$ cat config.mk
export PLATFORM = sky130hd
export DESIGN_NAME = mc_control_fsm
export DESIGN_NICKNAME = d
export VERILOG_FILES = /design/src/rtl/mc_control_fsm.sv
export SDC_FILE = /design/constraint.sdc
export NUM_CORES = 1
export LEC_CHECK = 0
export BUFFER_PORTS_ARGS = -buffer_cell sky130_fd_sc_hd__buf_2
export CORE_MARGIN = 2
export CORE_UTILIZATION = 40
export DETAILED_ROUTE_END_ITERATION = 12
export PLACE_DENSITY = 0.68
export SYNTH_ARGS = -nofsm -noshare
export SYNTH_HDL_FRONTEND = slang
export SYNTH_SLANG_ARGS = --single-unit
$ cat constraint.sdc
create_clock -name clk -period 2 [get_ports clk]
set_clock_uncertainty 0.15 [all_clocks]
set_input_delay 0.2 -clock clk [delete_from_list [all_inputs] [get_ports clk]]
set_output_delay 0.2 -clock clk [all_outputs]
set_load 0.01 [all_outputs]
$ cat src/rtl/mc_control_fsm.sv
// Multicycle IF/ID/EX/MEM/WB control FSM: drives datapath enables, mux selects and extender select.
// Optional j decode is enabled by defining MC_CTRL_JUMP_EN.
module mc_control_fsm #(
   parameter int STATE_W = 3
) (
   input  logic               clk,
   input  logic               rst,
   input  logic [5:0]         opcode,
   input  logic [5:0]         funct,
   input  logic               mem_ready,
   output logic               PCWrite,
   output logic               PCWriteCond,
   output logic               IRWrite,
   output logic               RegWrite,
   output logic               MemRead,
   output logic               MemWrite,
   output logic               RegDst,
   output logic               MemToReg,
   output logic               ALUSrcA,
   output logic [1:0]         ALUSrcB,
   output logic [2:0]         ALUOp,
   output logic [1:0]         PCSource,
   output logic [1:0]         EXTOp,
   output logic [STATE_W-1:0] state,
   output logic               illegal
);
   typedef enum logic [2:0] {S_IF = 3'd0, S_ID = 3'd1, S_EX = 3'd2, S_MEM = 3'd3, S_WB = 3'd4} state_t;
   typedef enum logic [2:0] {C_R, C_ALUI, C_LW, C_SW, C_BEQ, C_J, C_BAD} cls_t;

   localparam logic [2:0] OP_ADD = 3'b000, OP_SUB = 3'b001, OP_AND = 3'b010,
                          OP_OR  = 3'b011, OP_SLT = 3'b100;

   state_t      state_q, state_n;
   logic [5:0]  op_q, funct_q;
   logic [5:0]  dec_op, dec_fn;
   cls_t        cls;
   logic [1:0]  ext_sel;
   logic [2:0]  ins_aluop;
   logic        pc_write_c, pc_write_cond_c, ir_write_c, reg_write_c, mem_read_c, mem_write_c;

   // In ID the IR is decoded live; later states use the copy captured when leaving ID.
   assign dec_op = (state_q == S_ID) ? opcode : op_q;
   assign dec_fn = (state_q == S_ID) ? funct  : funct_q;

   always_comb begin
      cls       = C_BAD;
      ext_sel   = 2'b10;
      ins_aluop = OP_ADD;
      case (dec_op)
         6'b000000: begin
            cls = C_R;
            case (dec_fn)
               6'b100000: ins_aluop = OP_ADD;
               6'b100010: ins_aluop = OP_SUB;
               6'b100100: ins_aluop = OP_AND;
               6'b100101: ins_aluop = OP_OR;
               6'b101010: ins_aluop = OP_SLT;
               default:   cls = C_BAD;
            endcase
         end
         6'b001000, 6'b001001: begin cls = C_ALUI; ext_sel = 2'b01; end
         6'b001100: begin cls = C_ALUI; ext_sel = 2'b00; ins_aluop = OP_AND; end
         6'b001101: begin cls = C_ALUI; ext_sel = 2'b00; ins_aluop = OP_OR; end
         6'b100011: begin cls = C_LW;   ext_sel = 2'b01; end
         6'b101011: begin cls = C_SW;   ext_sel = 2'b01; end
         6'b000100: begin cls = C_BEQ;  ext_sel = 2'b01; end
`ifdef MC_CTRL_JUMP_EN
         6'b000010: cls = C_J;
`endif
         default:   cls = C_BAD;
      endcase
   end

   always_comb begin
      state_n         = state_q;
      pc_write_c      = 1'b0;
      pc_write_cond_c = 1'b0;
      ir_write_c      = 1'b0;
      reg_write_c     = 1'b0;
      mem_read_c      = 1'b0;
      mem_write_c     = 1'b0;
      RegDst          = 1'b0;
      MemToReg        = 1'b0;
      ALUSrcA         = 1'b0;
      ALUSrcB         = 2'b00;
      ALUOp           = OP_ADD;
      PCSource        = 2'b00;
      EXTOp           = ext_sel;
      case (state_q)
         S_IF: begin
            EXTOp      = 2'b10;
            mem_read_c = 1'b1;
            ALUSrcB    = 2'b01;
            ir_write_c = mem_ready;
            pc_write_c = mem_ready;
            if (mem_ready) state_n = S_ID;
         end
         S_ID: begin
            ALUSrcB = 2'b11;
            case (cls)
               C_BAD:   state_n = S_IF;
               C_J: begin
                  pc_write_c = 1'b1;
                  PCSource   = 2'b10;
                  state_n    = S_IF;
               end
               default: state_n = S_EX;
            endcase
         end
         S_EX: begin
            ALUSrcA = 1'b1;
            case (cls)
               C_R:          begin ALUOp = ins_aluop; state_n = S_WB; end
               C_ALUI:       begin ALUSrcB = 2'b10; ALUOp = ins_aluop; state_n = S_WB; end
               C_LW, C_SW:   begin ALUSrcB = 2'b10; state_n = S_MEM; end
               C_BEQ: begin
                  ALUOp           = OP_SUB;
                  pc_write_cond_c = 1'b1;
                  PCSource        = 2'b01;
                  state_n         = S_IF;
               end
               default:      state_n = S_IF;
            endcase
         end
         S_MEM: begin
            if (cls == C_LW) begin
               mem_read_c = 1'b1;
               if (mem_ready) state_n = S_WB;
            end else begin
               mem_write_c = 1'b1;
               if (mem_ready) state_n = S_IF;
            end
         end
         S_WB: begin
            reg_write_c = 1'b1;
            RegDst      = (cls == C_R);
            MemToReg    = (cls == C_LW);
            state_n     = S_IF;
         end
         default: state_n = S_IF;
      endcase
   end

   // Enables are masked by the raw reset so they drop without waiting for a clock edge.
   assign PCWrite     = pc_write_c      & ~rst;
   assign PCWriteCond = pc_write_cond_c & ~rst;
   assign IRWrite     = ir_write_c      & ~rst;
   assign RegWrite    = reg_write_c     & ~rst;
   assign MemRead     = mem_read_c      & ~rst;
   assign MemWrite    = mem_write_c     & ~rst;
   assign state       = STATE_W'(state_q);

   always_ff @(posedge clk or posedge rst) begin
      if (rst) begin
         state_q <= S_IF;
         op_q    <= 6'd0;
         funct_q <= 6'd0;
         illegal <= 1'b0;
      end else begin
         state_q <= state_n;
         if (state_q == S_ID) begin
            op_q    <= opcode;
            funct_q <= funct;
            if (cls == C_BAD) illegal <= 1'b1;
         end
      end
   end
endmodule

**Yosys cells after proc, flatten, opt, wreduce, memory -nomap -nowiden**

Cells that the tools add are included.

- Bits of input ports: 15
- Bits in registers: 16
- Logic and storage cells: 83

- Reduce and logical (&&, ||, !) cells: 13
- Muxes and demuxes: 35
- Eq/ne operators: 24
- Bitwise gates (word level): 7

Operator list:

| kind | number |
|---|---|
| $eq 6x6->1 const B | 7 |
| $eq 6x4->1 const B | 4 |
| $pmux 3 s4 | 2 |
| $mux 3 | 6 |
| $pmux 3 s5 | 1 |
| $eq 3x2->1 const B | 4 |
| $eq 3x3->1 const B | 4 |
| $mux 1 | 12 |
| $mux 6 | 2 |
| $pmux 3 s2 | 2 |
| $reduce_or 5->1 | 2 |
| $pmux 3 s3 | 1 |
| $mux 2 | 4 |
| $pmux 2 s2 | 2 |
| $reduce_or 2->1 | 4 |
| $and 1x1->1 | 6 |
| $eq 3x1->1 const B | 2 |
| $eq 6x3->1 const B | 1 |
| $logic_not 3->1 | 2 |
| $logic_not 6->1 | 1 |
| $pmux 2 s3 | 1 |
| $ne 2x2->1 const B | 2 |
| $pmux 1 s2 | 2 |
| $reduce_and 2->1 | 2 |
| 3 further kinds | 3 |

**Logic depth before layout (Yosys ltp)**

Gate-level depths: netlist of the first run.

- Word-level depth: 10
- Gate-level depth with buffers: 8

**Least setup slack after synthesis of the first run**

Ideal clock, no wire load.

- Path kind: reg2out
- From: reg state_q[1] (netlist: state[1])
- To: out RegDst
- Arrival: 1853 ps
- Cell stages (with the launch flop): 7
- Buffers on the path: 1
- Required time: 1650 ps
- Slack: -203 ps
- Cell sequence: dfrtp_1 -> buf_2 -> nor3b_2 -> mux2_2 -> a21boi_2 -> a31o_2 -> nor4b_2

- Longest elaborated chain between the ends: 8
- Elaborated cells between the ends (all ways): 23

Ends and longest elaborated chain:

| item | RTL line | source |
|---|---|---|
| start, declared | 33 | `state_t state_q, state_n;` |
| start signal, assigned | 160 | `state_q <= state_n;` |
| $eq 3x1->1 | 42, 43 |  |
| $mux 6 | n/a |  |
| $eq 6x6->1 | 52 | `case (dec_fn)` |
| $reduce_or 5->1 (no line) | n/a |  |
| $mux 3 | 52 |  |
| $pmux 3 s5 | 49 | `case (dec_op)` |
| $logic_not 3->1 | 136 | `RegDst = (cls == C_R);` |
| $mux 1 * | 89 | `case (state_q)` |
| end, declared | 17 | `output logic RegDst,` |

Mark *: on every way between the ends. The rest lies on a longest branch, timed or not.

**Final worst setup path of the first run**

- From: reg state_q[2] (netlist: state[2])
- To: out RegDst

Same word-level chain as after synthesis.

==> results of run 1 <==
-- per-layer routing --
metal  vias to the layer above  wire length, microns  share of wire, %  GRT usage [%]
met5                         -                     0                 0              0
met4                         0                    19              0.41           7.30
met3                         2                   242               5.2           4.05
met2                        60                  2380                51           40.8
met1                       763                  1980                43           32.1
li1                        767                     -                 -              -
-- how the worst max path moves through the flow --
stage	to	slack, ps	cells after the start
after floorplan	RegDst	-120	6
after global placement	PCSource[0]	-160	9
after detailed placement	PCSource[0]	-210	9
after CTS	RegDst	-520	7
after global routing	RegDst	-630	6
final	RegDst	-550	7
-- repair_timing --
item,4_1_cts,5_1_grt
gates resized for setup,18,24
gates cloned,0,0
buffers inserted,6,11
endpoints found under the setup margin,15,17
hold endpoints to repair,8,0
pin swaps,8,11
hold buffers,2,0
-- worst min-delay path, delay by kind of cell --
family / cells / cell delay [ps]
buffers and inverters: 1 / 120
and+or+nand+nor: 2 / 100
-- state kept, by name (all words and copies together), names as in the netlist --
name / count
funct_q: 6
op_q: 6
state: 3
illegal: 1
-- layout make-up --
class | instances | area share, %
multi-input combinational | 129 | 45.5
timing repair buffer | 99 | 31.2
sequential | 16 | 18.0
tap | 44 | 2.48
clock buffer | 4 | 1.63
inverter | 6 | 1.18
-- power groups by stage --
stage	combinational, uW	clock [uW]	sequential (uW)
floorplan	937	0	606
global placement	1710	0	551
detailed placement	1750	0	564
CTS	1950	220	560
global route	2490	237	576
finish	2340	213	564
-- cell usage in the layout (no fill, tap or decap), types with 4 or more instances in the layout --
master,count
inv_1,5
buf_4,53
o21ai_0,4
buf_2,35
nand2_1,36
dfrtp_1,16
nor2_1,7
nor3_1,5
o211ai_1,4
buf_6,9
-- per-stage QoR --
step | util [%] | instances | cell area (sq um)
floorplan | - | 158 | 1330
global placement | 61.2 | 276 | 1850
detailed placement | 61.2 | 276 | 1850
CTS | 66.5 | 287 | 2010
global route | 73.4 | 298 | 2220
finish | 73.4 | 298 | 2220
-- cells in the mapped netlist (3+ instances only) --
| cell type | instances |
|---|---|
| nand4b_1 | 3 |
| dfrtp_1 | 16 |
| nor2_1 | 11 |
| nand2b_1 | 4 |
| buf_2 | 4 |
| o211ai_1 | 4 |
| inv_1 | 6 |
| nor3_1 | 8 |
| nor2b_1 | 3 |
| a21oi_1 | 4 |
| o21ai_0 | 4 |
| and4_1 | 3 |
| nand2_1 | 38 |
| mux2i_1 | 3 |
-- cell families (layout without fill, tap and decap cells) --
logic type / Yosys count / in the layout
simple gates: 90 / 90
compound gates: 32 / 32
flops: 16 / 16
buf+inv: 13 / 109
mux: 6 / 6
other cells: 1 / 1
==> results.txt, run 1 <==
The flow ran to the end, but the final reports show violations. The checks that failed: setup timing. The clock net in this run drives a total of 16 sinks. At the pin with the least slew margin, the transition time is 499 ps.

The logs give 0 for the initial antenna violation count and 0.392 GHz for the highest attainable clock frequency. The logs give 51 for the number of distinct library cells after synthesis and 2 for the maximum clock path buffer count. The overall die width is 60.4 microns, and the internal power consumption is 1760 uW. The routed design could run at a clock period as short as 2550 ps. After Yosys synthesis, XOR and XNOR cells account for 0% of the synthesized area. Of all nets on the critical path, the largest fanout is 5. STA puts the critical path data required time at 1650 ps.

The first global-routing pass estimated 6480 microns of wire. After clock tree synthesis, the clock-pin slew on the worst setup and hold paths is 100 ps. For this design the total switching power over the nets is 1360 uW.

The type of the most critical hold path is in2reg. The number of cells on the worst reg-to-reg path is 8. In this run the static leakage power is 0.00105 uW. In this run the count of I/O pins placed on the die edge is 37. The type of the worst setup path is reg2out.

Cells with a size suffix above 1 make up 55.1% of the layout. The tools report the post-synthesis sequential area ratio as 31.5%. The sum of overflow across all layers after global routing was 0. After Yosys synthesis, full adders, half adders and majority gates account for 0% of the synthesized area. The number of hold violations in the final report is 0. The run gives 0 as the number of DRC violations after detailed routing. The cell area that synthesis handed to floorplanning was 1270 sq um.

The master of the slowest instance on the critical path was or3b_4. STA classifies the critical path endpoint as an output port. The largest net degree at the start of global routing was 12; the die area was 3650 sq um.

The tools report the count of endpoints failing setup in the final report as 15. The share of total power in combinational logic is 75.1%. The run gives -5530 ps as the final setup TNS.

The run gives 400 sq um as the combined flip-flop and latch cell area. In the synthesized netlist the dominant register cell turns out to be dfrtp_1. TritonCTS built the clock tree.

For the via count of the first global-routing pass, the log shows 1,409. The clock network is responsible for 6.8% of the overall power. For this run, the post-layout net count is 270. The weighted congestion at the end of routability-driven global placement came out at 0.920.

The average cell area after synthesis was 8.05 sq um; the fraction of synthesized area in multiplexers was 5.01%. The synthesized netlist devotes 19.3% of its cell area to compound gates. dfrtp_1 takes more of the synthesized area than any other cell.

In this run the most critical hold path is launched from opcode[5]. The run gives 222 as the count of filler cells inserted in the layout. After layout, the worst path uses 128% of the clock period. The run gives 42.0% as the starting density of the core. Across all hold checks on the routed design, the worst slack comes to 23.2 ps. The total of buffers placed on input and output ports is 35.

The critical path goes through or3b_4, o311ai_4, buf_4, a21boi_4, a31o_4, nor4b_4, buf_2. The area growth from synthesis to layout was 74.7%. Setup repair after global routing could not meet its margin everywhere. The number of antenna-violating nets in the routed design is 0, and the average wire length per cell after detail routing is 15.5 microns. The total number of yosys warnings was 0; the number of pins with negative max-slew slack in the final report was 0. The first TritonRoute pass finished after 4 iterations. The number of levels in the clock H-tree came out at 1. Counting the buffers created by CTS gives 3.

The tools report the global routing usage summed across all routing layers as 24.3%. Per report_power, the sequential group accounts for 18.1% of the total. The switching portion of total power came out at 43.5%. Sorting the synthesized cells by area gives the leading types as dfrtp_1 (31%), nand2_1 (11%), nor2_1 (3.2%). Reg-to-reg critical path startpoint: state[2]$_DFFE_PP0P_. The ratio of routed vias to standard cells was 5.34; the clock latency reported for the late side of the worst-skew pair was 290 ps.

Counting both buffers and inverters, the worst setup path holds a total of 2. The combinational family with the most area after synthesis is simple AND/OR/NAND/NOR gates. Summing over every cut layer, the via total after detailed routing is 1,592. The power per cell area is 1400 nW/um^2. The number of enable-type register cells in the synthesized netlist works out to 0. The area of combinational cells with multiple inputs was 1010 sq um; the antenna diode count was 0. The endpoint identified for the worst register-to-register timing path is illegal$_DFFE_PP0P_. The routed design has 4620 microns of wire. The tools report the capture endpoint of the worst hold path as op_q[5]$_DFF_PP0_. The worst hold path was traced through 3 stages.

The design draws 3120 uW. After synthesis, the share of flip-flops with an asynchronous set or reset is 100%. Measured along the y axis, the die boundary spans 60.4 microns. Basic-gate share of the synthesized area counting and, or, nand and nor cells: 38.5%. The initialized floorplan defines 20 standard-cell rows. The kind of cell with the highest combined delay along the critical path is simple AND/OR/NAND/NOR gates. The logs give -120 ps for the register-to-register setup slack and 3030 sq um for the core footprint. When the netlist entered floorplanning its net count stood at 173. The setup slack after placement was -212 ps. Across the run, the number of max-cap violations was 0. In this run, synthesis produced a sequential element count of 16.

The logs give 2200 ps for the data arrival time of the critical path and 158 for the gate count after technology mapping. For the setup slack after layout, the log shows -551 ps. The most critical setup path has its startpoint at state[2]$_DFFE_PP0P_.

On the worst path, the slowest cell contributes a delay of 470 ps. Once detailed placement completed, the half-perimeter wirelength came to 3300 microns. The worst pin sits at a relative slew slack of 66.5%. Element type at the critical path start: a register. The cell sitting at the root of the clock tree is a clkbuf_4. The DRC marker count from the first detailed-route iteration was 98; the proportion of netlist area held by the largest area contributor was 31.5%. Across the VDD grid, the largest voltage drop is 0.784 mV.
Note: power is estimated with default switching activity, not from simulation.
==> run 2, diff against run 1 <==
--- a/config.mk
+++ b/config.mk
@@ -9,7 +9,8 @@
 export CORE_MARGIN = 2
 export CORE_UTILIZATION = 40
 export DETAILED_ROUTE_END_ITERATION = 12
-export PLACE_DENSITY = 0.68
+export PLACE_DENSITY = 0.65
+export SKIP_CTS_REPAIR_TIMING = 1
 export SYNTH_ARGS = -nofsm -noshare
 export SYNTH_HDL_FRONTEND = slang
 export SYNTH_SLANG_ARGS = --single-unit
==> constraint.sdc (replaced) <==
create_clock -name clk -period 2.7 [get_ports clk]
set_clock_uncertainty 0.15 [all_clocks]
set_input_delay 0.27 -clock clk [delete_from_list [all_inputs] [get_ports clk]]
set_output_delay 0.27 -clock clk [all_outputs]
set_load 0.01 [all_outputs]
==> run 2 against run 1 <==
  * The flow now finishes without violations
  * Via count shrank 11%
  * Utilization fell by 19 points
  * Register-to-register slack gained 850 ps
  * Sequential power decreased by 12%
  * Highest routed layer unchanged
  * Sequential share of layout area up 6.3 points
  * Flip-flop and latch count is the same
  * First-iteration DRC count down 13%
  * Critical path type unchanged
  * Non-clock buffer count decreased by 52
  * Wire length fell by 14%
  * Largest cell class unchanged
==> results.txt, run 2 (synthesis gave the netlist of run 1 again) <==
The library cells used most frequently in the layout, excluding fill and tap cells, are nand2_1 (38), buf_2 (35), dfrtp_1 (13), nor2_1 (11), buf_4 (9). The flow ran to the end, and the final reports show no timing, DRC or antenna violations. The total CTS buffers was 3. The final layout contains 220 nets.

The data arrival time of the critical path was 2210 ps; the setup slack after layout was 66.0 ps. Element type at the critical path start: a register. Leakage power total: 0.000772 uW. The tools report the core footprint as 3030 sq um. The tools report the first-pass GRT wire length as 5990 microns. The overall via count from detail_route came out at 1,413.

The antenna diode count is 0, and the count of endpoints failing setup in the final report is 0. For the final wirelength, the log shows 3960 microns. The setup slack after placement was 293 ps.

The tools report the die area as 3650 sq um. The number of max-cap violations was 0; the proportion of layout cells with a drive suffix above 1 was 36.3%. The critical path contains buffers and inverters numbering 2 combined. The most common cell after layout, fill and taps aside is nand2_1. The worst setup path is captured at an output port. For the largest net degree at the start of global routing, the log shows 22. The die is 60.4 microns wide. Dividing the detail-routed via count by the number of cells gives 5.70.

The power per cell area was 988 nW/um^2; the area growth from synthesis to layout was 30.6%. Data on the critical path is required at its endpoint by 2280 ps. In this run, the number of DRC markers left after iteration 0 of detailed routing was 85. The biggest cell delay along the critical path came out at 480 ps. The initial antenna violation count is 0. Based on the critical path, the design can be clocked at up to 0.380 GHz. Row generation in the floorplan step produced 20 rows. The cell family contributing the most delay on the critical path is simple AND/OR/NAND/NOR gates.

The critical path goes through or3b_4, buf_4, nand4_4, o21ai_4, nor3b_2, and3_1, buf_2. The number of hold violations in the final report is 0, and the average wire length per cell after detail routing is 16.0 microns. TritonCTS built the clock tree.

End-of-flow core utilization: 54.9%. The type of the most critical hold path is in2reg. The floorplan step set the die height to 60.4 microns.

The shortest clock period the worst path allows after layout is 2630 ps. The worst slack on hold paths came out at 36.7 ps. The clock drives 16 sinks. The logs give 0 for the number of pins with negative max-slew slack in the final report and 0 for the sum of overflow across all layers after global routing. Global routing consumed, over all layers together, 22.1% of the routing resources. Detailed placement finished with a half-perimeter wire length of 2830 microns. 37 I/O pins were placed. The worst setup path is of the reg2out kind.

The largest individual stage delay along the critical path comes from the cell dfrtp_2. The tools report the number of antenna-violating nets in the routed design as 0. In the finished design, the share of the clock period the worst path needs comes to 97.6%. The maximum vdd drop is 0.387 mV. Counting tap cells, the placed design contains a total of 235 instances. The tools report the maximum clock path buffer count as 2. Setup repair after global routing could not meet its margin everywhere. The weighted congestion at the end of routability-driven global placement is 0.925, and the number of levels in the clock H-tree is 1. The number of DRC violations after detailed routing came out at 0. Clock slew at the register clock pins of the worst setup and hold paths: 100 ps.

The first detailed-routing pass ran for 4 iterations. Total of buffers placed on input and output ports: 35. At the later pin of the worst-skew pair, clock insertion delay measures 290 ps. Along the worst path, the maximum fanout reaches 7. In this run the clock root is driven by a clkbuf_4.

For this configuration, the core starts out at a cell density of 42.0%. The finished layout holds 248 standard cells, fillers aside. The via count of the first global-routing pass was 1,265.
[run 2: cell count changes in the layout (fill, tap and decap cells not counted), moves of 3 or more]
cell | previous run | this run
buf_4 | 53 | 9
dfrtp_1 | 16 | 13
buf_6 | 9 | 1
dfrtp_2 | 0 | 3
nor2_1 | 7 | 11
nor2_2 | 3 | 0
[run 2: worst paths after layout]
| path | from | to | slack, ps | cells past startpoint |
|---|---|---|---|---|
| setup / recovery | state[1]$_DFFE_PP0P_ | ALUOp[2] | 70 | 7 |
| hold / removal | funct[4] | funct_q[4]$_DFF_PP0_ | 40 | 3 |
| setup reg to reg | state[1]$_DFFE_PP0P_ | state[2]$_DFFE_PP0P_ | 730 | 6 |
| hold reg to reg | illegal$_DFFE_PP0P_ | illegal$_DFFE_PP0P_ | 320 | 1 |
| max in group asynchronous | rst | funct_q[4]$_DFF_PP0_ | 1550 | 4 |
| min in group asynchronous | rst | state[0]$_DFFE_PP0P_ | 380 | 3 |
[run 2: tightest hold or removal path, delay by kind of cell]
family / cells / cell delay, ps
buf+inv: 1 / 90
simple gates: 2 / 80
[run 2: report_power, final]
group / internal, uW / switching, uW
Sequential: 348 / 147
Combinational: 419 / 562
Clock: 82.2 / 84.0
Total: 849 / 792
[run 2: cell type report]
type	count	area (sq um)
Fill cell	289	1370
Multi-Input combinational cell	131	867
Sequential cell	16	404
Timing Repair Buffer	47	277
Tap cell	44	55.1
Clock buffer	4	36.3
Inverter	6	22.5
[run 2: metrics by stage]
stage               total power, uW  instance area (sq um)  TNS, ps
floorplan                      1080                   1270        0
CTS                            1470                   1530    -48.8
detailed placement             1310                   1490        0
finish                         1640                   1660        0
global route                   1770                   1660    -18.6
global placement               1290                   1490        0
[run 2: routing by layer]
layer,track usage (%),part of all wire [%],vias up
met2,35.7,47,53
met4,8.89,1.7,0
li1,-,-,666
met3,2.99,4.5,7
met1,30.0,47,687
met5,0,0,-
